$ cat src/rtl/ext_irq_pkg.sv
// ext_irq_pkg: shared state encoding, config field offsets and line mapping for the interrupt gateway
package ext_irq_pkg;
  typedef enum logic [1:0] {IDLE, PENDING, IN_SERVICE} state_t;
  localparam int EN_BIT = 3;
  localparam int EDGE_BIT = 2;
  localparam int PRIO_LSB = 0;
  localparam int IRQ_HI = 1;
  localparam int IRQ_LO = 0;
endpackage

$ cat src/rtl/ext_irq_src.sv
// ext_irq_src: one source's synchroniser, event capture, config register, re-pend flag and service FSM
module ext_irq_src
  import ext_irq_pkg::*;
(
  input  logic       clk,
  input  logic       reset,
  input  logic       src_i,
  input  logic       cfg_we_i,
  input  logic [3:0] cfg_wdata_i,
  input  logic       grant_i,
  input  logic       complete_i,
  output logic       pend_o,
  output logic [1:0] prio_o
);
  logic [1:0] sync_q;
  logic       prev_q;
  logic [3:0] cfg_q;
  logic       repend_q, repend_d;
  state_t     state_q, state_d;
  logic       rise, edge_mode, evt, armed, kill, again;
  assign rise = sync_q[1] & ~prev_q;
  assign edge_mode = cfg_q[EDGE_BIT];
  assign evt = edge_mode ? rise : sync_q[1];
  assign armed = cfg_q[EN_BIT] & |cfg_q[PRIO_LSB +: 2];
  // a write that disables the source or zeroes its priority withdraws a pending request
  assign kill = cfg_we_i & ~(cfg_wdata_i[EN_BIT] & |cfg_wdata_i[PRIO_LSB +: 2]);
  // an edge coinciding with completion counts as a re-pend
  assign again = repend_q | (edge_mode & rise);
  assign pend_o = state_q == PENDING;
  assign prio_o = cfg_q[PRIO_LSB +: 2];
  // synchroniser, edge history, config and FSM state registers
  always_ff @(posedge clk) begin
    if (reset) begin
      sync_q <= '0;
      prev_q <= 1'b0;
      cfg_q <= '0;
      repend_q <= 1'b0;
      state_q <= IDLE;
    end else begin
      sync_q <= {sync_q[0], src_i};
      prev_q <= sync_q[1];
      cfg_q <= cfg_we_i ? cfg_wdata_i : cfg_q;
      repend_q <= repend_d;
      state_q <= state_d;
    end
  end
  // service state transitions; an ack outranks a same-cycle config withdrawal
  always_comb begin
    state_d = state_q;
    repend_d = repend_q;
    case (state_q)
      IDLE: state_d = (evt & armed & ~kill) ? PENDING : IDLE;
      PENDING: state_d = grant_i ? IN_SERVICE : kill ? IDLE : PENDING;
      IN_SERVICE: begin
        repend_d = complete_i ? 1'b0 : again;
        state_d = !complete_i ? IN_SERVICE : (again & armed) ? PENDING : IDLE;
      end
      default: state_d = IDLE;
    endcase
  end
endmodule

$ cat src/rtl/ext_irq_gateway.sv
// ext_irq_gateway: collects external interrupt sources and delivers them on a two-line req/ack interface
module ext_irq_gateway
  import ext_irq_pkg::*;
#(
  parameter int NUM_SRC = 8,
  parameter int ID_W = 5
) (
  input  logic               clk,
  input  logic               reset,
  input  logic [NUM_SRC-1:0] src_i,
  input  logic               cfg_we,
  input  logic [ID_W-1:0]    cfg_idx,
  input  logic [3:0]         cfg_wdata,
  input  logic               complete_i,
  input  logic [ID_W-1:0]    complete_id_i,
  output logic [1:0]         irq_o,
  input  logic [1:0]         ack_i,
  output logic [ID_W-1:0]    claim_id_o,
  output logic               claim_valid_o
);
  logic [NUM_SRC-1:0]      pend;
  logic [NUM_SRC-1:0][1:0] prio;
  logic                    win_valid_q, win_valid_d;
  logic [ID_W-1:0]         win_id_q, win_id_d;
  logic [1:0]              win_prio_q, win_prio_d;
  logic                    win_pend, accept;
  logic [ID_W-1:0]         claim_id_q;
  logic                    claim_valid_q;
  for (genvar i = 0; i < NUM_SRC; i++) begin : g_src
    ext_irq_src u_src (
      .clk        (clk),
      .reset      (reset),
      .src_i      (src_i[i]),
      .cfg_we_i   (cfg_we && cfg_idx == ID_W'(i)),
      .cfg_wdata_i(cfg_wdata),
      .grant_i    (accept && win_id_q == ID_W'(i)),
      .complete_i (complete_i && complete_id_i == ID_W'(i)),
      .pend_o     (pend[i]),
      .prio_o     (prio[i])
    );
  end
  assign irq_o[IRQ_HI] = win_valid_q & win_prio_q[1];
  assign irq_o[IRQ_LO] = win_valid_q & ~win_prio_q[1];
  // only the asserted line can be acked, and only while the registered winner is still pending
  assign accept = win_valid_q & win_pend & |(ack_i & irq_o);
  assign claim_id_o = claim_id_q;
  assign claim_valid_o = claim_valid_q;
  // is the registered winner still pending this cycle
  always_comb begin
    win_pend = 1'b0;
    for (int i = 0; i < NUM_SRC; i++)
      if (win_id_q == ID_W'(i)) win_pend = pend[i];
  end
  // highest priority wins, strict compare keeps ties on the lowest index
  always_comb begin
    win_prio_d = '0;
    win_id_d = '0;
    for (int i = 0; i < NUM_SRC; i++)
      if (pend[i] && prio[i] > win_prio_d) begin
        win_prio_d = prio[i];
        win_id_d = ID_W'(i);
      end
    win_valid_d = |win_prio_d & ~accept;
  end
  // winner register and claim outputs; an accepted ack blanks the request for one cycle
  always_ff @(posedge clk) begin
    if (reset) begin
      win_valid_q <= 1'b0;
      win_id_q <= '0;
      win_prio_q <= '0;
      claim_id_q <= '0;
      claim_valid_q <= 1'b0;
    end else begin
      win_valid_q <= win_valid_d;
      win_id_q <= win_id_d;
      win_prio_q <= win_prio_d;
      claim_id_q <= accept ? win_id_q : claim_id_q;
      claim_valid_q <= accept;
    end
  end
endmodule

$ cat config.mk
export PLATFORM = sky130hd
export DESIGN_NAME = ext_irq_gateway
export DESIGN_NICKNAME = d
export VERILOG_FILES = /design/src/rtl/ext_irq_pkg.sv /design/src/rtl/ext_irq_src.sv /design/src/rtl/ext_irq_gateway.sv
export SDC_FILE = /design/constraint.sdc
export NUM_CORES = 1
export LEC_CHECK = 0
export ABC_AREA = 1
export BUFFER_PORTS_ARGS = -buffer_cell sky130_fd_sc_hd__buf_2
export CAP_MARGIN = 10
export CORE_MARGIN = 3
export CORE_UTILIZATION = 45
export CTS_CLUSTER_DIAMETER = 200
export DETAILED_ROUTE_END_ITERATION = 7
export PLACE_DENSITY = 0.71
export SLEW_MARGIN = 15
export SYNTH_ARGS = -nofsm -noshare
export SYNTH_HDL_FRONTEND = slang
export SYNTH_SLANG_ARGS = --single-unit
$ cat constraint.sdc
create_clock -name clk -period 19.7 [get_ports clk]
set_clock_uncertainty 0.2 [all_clocks]
set_input_delay 3.94 -clock clk [delete_from_list [all_inputs] [get_ports clk]]
set_output_delay 3.94 -clock clk [all_outputs]
set_load 0.01 [all_outputs]
### Word level (Yosys, flattened, before mapping)

Cells that the tools add are included.

* bits of input ports: 28
* output and inout port bits: 8
* word-level logic and storage cells: 323
* flip-flop bits (word level): 94

* mux-type cells: 87
* equal/unequal tests: 37
* bitwise gates (word level): 90
* order comparisons: 8
* reduce and logical (&&, ||, !) cells: 55

Operators with widths (number)
* $and 1x1->1: 62
* $eq 5x3->1 const B: 12
* $mux 1: 49
* $mux 2: 24
* $pmux 2 s3: 8
* $logic_and 1x1->1: 32
* $eq 5x2->1 const B: 6
* $reduce_or 2->1: 11
* $not 1->1: 19
* $mux 3: 6
* $eq 2x1->1 const B: 8
* $eq 2x2->1 const B: 8
* $logic_not 2->1: 8
* $eq 5x1->1 const B: 3
* $logic_not 5->1: 3
* $gt 2x2->1: 7
* $or 1x1->1: 8
* $reduce_or 7->1: 1
* $and 2x2->2: 1
* $gt 2x1->1 const B: 1

### Longest topological paths before layout

* word-level depth: 26
* depth in mapped cells: 50
* mapped depth without buffers: 50

### Modules after synthesis

Synthesis repeated with hierarchy kept, for this count alone.

* cells, all modules: 679
* area total of the unflattened synthesis: 4658.2 µm²

Modules (own cells, without submodules)
* ext_irq_src: area each 410.4 µm², seq. area each 200.2 µm², cells each 58, instances 8
* ext_irq_gateway: area each 1375.1 µm², seq. area each 180.2 µm², cells each 215, instances 1

### Worst setup path before layout

No wires, ideal clock.

* kind: reg2reg
* start: register g_src[0].u_src.state_q[1]
* end: register win_prio_q[1]
* period minus slack after synthesis: 6.451 ns
* data required time: 19.443 ns
* data arrival time: 6.194 ns
* path buffers: 0
* setup time: 0.057 ns
* slack: 13.249 ns
* stages on the path, launching flop included: 49
* cell sequence: dfxtp_1 inv_1 nand2_1 nor2_1 inv_2 ha_1 nand2_1 inv_1 nor2_4 nand2_2 o21ai_1 ha_1 or2_2 nand2_2 nand2_2 nand2_2 nand2_1 ha_1 (+13 left out) nand2_2 nand3_2 and2_1 ha_1 nor2_1 nor2_1 o21ai_2 nand2_2 nand3_2 nand2_1 ha_1 nand2_1 nand2_1 nor2_1 nor2_2 a21oi_1 nand2_1 inv_1

* cells in the longest elaborated chain, start to end: 24

Ends and longest elaborated chain
* start, declared: line ext_irq_src.sv:19 `state_t state_q, state_d;`
* start signal, assigned: line ext_irq_src.sv:44 `state_q <= state_d;`
* $eq 2x1->1 *: line ext_irq_src.sv:29 `assign pend_o = state_q == PENDING;`
* $logic_and 1x1->1 *: line ext_irq_gateway.sv:59 `if (pend[i] && prio[i] > win_prio_d) begin`
* $mux 2 *: line ext_irq_gateway.sv:59
* $gt 2x2->1: line ext_irq_gateway.sv:59
* $logic_and 1x1->1: line ext_irq_gateway.sv:59
* $mux 2 *: line ext_irq_gateway.sv:59
* $gt 2x2->1: line ext_irq_gateway.sv:59
* $logic_and 1x1->1: line ext_irq_gateway.sv:59
* (+8 left out)
* $logic_and 1x1->1: line ext_irq_gateway.sv:59
* $mux 2 *: line ext_irq_gateway.sv:59
* $gt 2x2->1: line ext_irq_gateway.sv:59
* $logic_and 1x1->1: line ext_irq_gateway.sv:59
* $mux 2 *: line ext_irq_gateway.sv:59
* $gt 2x2->1: line ext_irq_gateway.sv:59
* $logic_and 1x1->1: line ext_irq_gateway.sv:59
* $mux 2 *: line ext_irq_gateway.sv:59
* end signal, assigned: line ext_irq_gateway.sv:76 `win_prio_q <= win_prio_d;`
* end, declared: line ext_irq_gateway.sv:25 `logic [1:0] win_prio_q, win_prio_d;`

Mark *: on every way between the ends. The rest lies on a longest branch, timed or not.
A chain may end at the register's enable or synchronous reset.

### Worst setup path in the final report

Same ends and word-level chain as after synthesis.

==> impl_metrics.toml <==
[final_layout]
drive_gt1_share_pct = 12.2
area_delta_synth_final_pct = 10.7
nets = 681
insertedDiodeCount = 0
fillCellCount = 882
fin_util_pct = 52.5

[detailed_routing]
drt_first_iter_violations = 270
ant_nets = 0
routed_wl_um = 9830
firstDrtPassIters = 5
viasPerCell = 5.10
drc_errors = 0
route.vias.total = 3858
wl_per_cell_um = 13.0

[synthesis]
synth_cells = 611
ys_ff_latch = 89
ys_seq_area_share_pct = 42.0
avgSynthCellArea_um2 = 6.94
yosysWarnings = 0
synth_top_area_cell = "dfxtp_1"
yosysMostFrequentCell = "inv_1"
synth_edf_count = 0
syn-cell-area_um2 = 4240
synth_top_area_share_pct = 42.0
synthTopCellsByArea = "dfxtp_1, inv_1, nand2_1"
ys_top_cells_by_count = "inv_1, dfxtp_1, nand2_1, nor2_1, a21oi_1"
yosysUniqueCellTypes = 34
synthFlopType = "dfxtp_1"
async_reset_ff_share_pct = 0

[flow_run]
cap_violations = 0

[worst_setup_path]
worst_setup_path_end_kind = "flop"
startpoint_type = "flop"
reg2reg_slack_ns = 12.61
critPathMaxStageDelay_ns = 0.32
r2r_end = "win_prio_q[1]$_SDFF_PP0_"
rr_startpoint = "g_src[0].u_src.state_q[1]$_SDFF_PP0_"
crit_arrival_ns = 7.20
worstSetupPathType = "reg2reg"
path_max_fanout = 4
crit_required_ns = 19.81
reg2reg_depth = 47
critPathSlowestCell = "dfxtp_1"
cpMostUsedCell = "nand2_1"

[timing]
min_period_over_period_pct = 36.0
final_max_slew_viol_count = 0
maxSlewHeadroom_pct = 40.2
rsz0062_at_grt = "no"
min_period_ns = 7.09
report.final.setup_viol = 0
final-hold-violation-count = 0
setup-tns-final_ns = 0
worstMarginPinSlew_ns = 0.897
max_freq_ghz = 0.141

[clock_network]
numCtsBuffers = 9
clk_pin_slew_ns = 0.09
postCtsHoldBufs = 0
cts.path.max_buffers = 2
cts_resized = 0
post_cts_buffers = 0
htree_levels = 3
cts_tree = "built"
cts.sinks = 89
cts_root_buffer = "clkbuf_8"
clk_latency_ns = 0.36

[min_path]
hold_depth = 2
hp-start = "g_src[0].u_src.sync_q[0]$_SDFF_PP0_"
holdPathEnd = "g_src[0].u_src.sync_q[1]$_SDFF_PP0_"
hold_class = "reg2reg"

[floorplanning]
rows = 34
die_y_um = 103
initial_core_util_pct = 47.4
ioPinCount = 36
coreArea_um2 = 8930
die-width_um = 103
die-area_um2 = 10600

[global_routing]
grt_util_met1_pct = 26.3
grt_max_degree = 48
met3_usage_pct = 2.71
grt_most_used_layer = "met2"
antenna_found_initial = 0
grt_pass1_wl_um = 16100
overflow = 0
grt_use_met2_pct = 31.5
grt_usage_pct = 19.5
grt_pass1_vias = 3562

[place]
io_buffers = 33
gp_congestion = 0.966
detailedPlacementHpwl_um = 7320

[pwr]
vdd_drop_max_v = 0.0000417
powerDensity_nw_per_um2 = 70.1
leakagePower_uw = 0.00199

[outcome]
status = "complete, no violations"
per-stage QoR:
step	cells	cell area (µm²)	hold WS [ns]	power, µW	setup WS (ns)
global route	757	4690	0.214	343	12.03
CTS	757	4690	0.202	332	12.63
floorplan	612	4240	0.188	197	13.25
detailed placement	741	4490	0.194	204	12.67
global placement	741	4490	0.190	203	12.98
finish	757	4690	0.202	329	12.61
per-layer routing:
metal / wire length [µm] / up-vias
met3: 381 / 13
met5: 0 / -
met4: 178 / 0
met2: 4510 / 84
met1: 4760 / 1747
li1: - / 2014
cell families after synthesis:
kind of cell / share of synthesized area [%]
and+or+nand+nor: 25.2
other: 0.0885
adders and majority gates: 2.66
AOI/OAI and AO/OA: 17.7
buffers and inverters: 12.4
DFF: 42.0
cell type report:
class | count | area, µm² | share of cell area (%)
Inverter | 126 | 473 | 10.1
Tap cell | 108 | 135 | 2.88
Clock inverter | 6 | 75.1 | 1.60
Sequential cell | 89 | 1780 | 38.0
Multi-Input combinational cell | 385 | 1930 | 41.2
Timing Repair Buffer | 33 | 165 | 3.52
Clock buffer | 10 | 128 | 2.72
flip-flops by register name (all words and copies together) (netlist names):
register	cells
claim_id_o	3
claim_valid_o	1
g_src.u_src.cfg_q	32
g_src.u_src.prev_q	8
g_src.u_src.repend_q	8
g_src.u_src.state_q	16
g_src.u_src.sync_q	16
win_id_q	3
win_prio_q	1
win_valid_q	1
layout by cell type (no fill, tap or decap), types with 4 or more instances in the layout:
cell        n
nand3_2     5
o21ai_1     4
nand4_1     9
a21oi_1    59
inv_1     120
a31oi_1     6
ha_1        9
nand3_1    35
nand2_2    12
nor3_1      4
nand2_1    86
o21ai_0    41
inv_2       6
buf_2      33
dfxtp_1    89
nor2_1     81
o31ai_1     9
clkbuf_8    9
worst max-delay path, delay by kind of cell (launching register included):
family                     cells  cell delay [ns]
and+or+nand+nor               31             3.52
adders and majority gates      7             1.96
AOI/OAI and AO/OA              5             0.76
DFF                            1             0.32
buffers and inverters          4             0.25
power by group:
| group | leakage (µW) | internal, µW | switching, µW | total (µW) |
|---|---|---|---|---|
| Clock | 0.0000994 | 60.7 | 68.5 | 129 |
| Sequential | 0.000721 | 183 | 1.02 | 184 |
| Combinational | 0.00117 | 4.86 | 11.1 | 16.0 |
worst max-delay path by stage:
stage	startpoint	end	slack, ns	cells after the start
2_1_floorplan	g_src[0].u_src.state_q[1]$_SDFF_PP0_	win_prio_q[1]$_SDFF_PP0_	13.25	48
3_3_place_gp	g_src[0].u_src.state_q[1]$_SDFF_PP0_	win_prio_q[1]$_SDFF_PP0_	12.98	48
3_5_place_dp	g_src[0].u_src.state_q[1]$_SDFF_PP0_	win_prio_q[1]$_SDFF_PP0_	12.67	47
4_1_cts	g_src[0].u_src.state_q[1]$_SDFF_PP0_	win_prio_q[1]$_SDFF_PP0_	12.63	47
5_1_grt	g_src[0].u_src.state_q[1]$_SDFF_PP0_	win_prio_q[1]$_SDFF_PP0_	12.03	48
6_report	g_src[0].u_src.state_q[1]$_SDFF_PP0_	win_prio_q[1]$_SDFF_PP0_	12.61	47
Power figures use the tool's default switching activity.
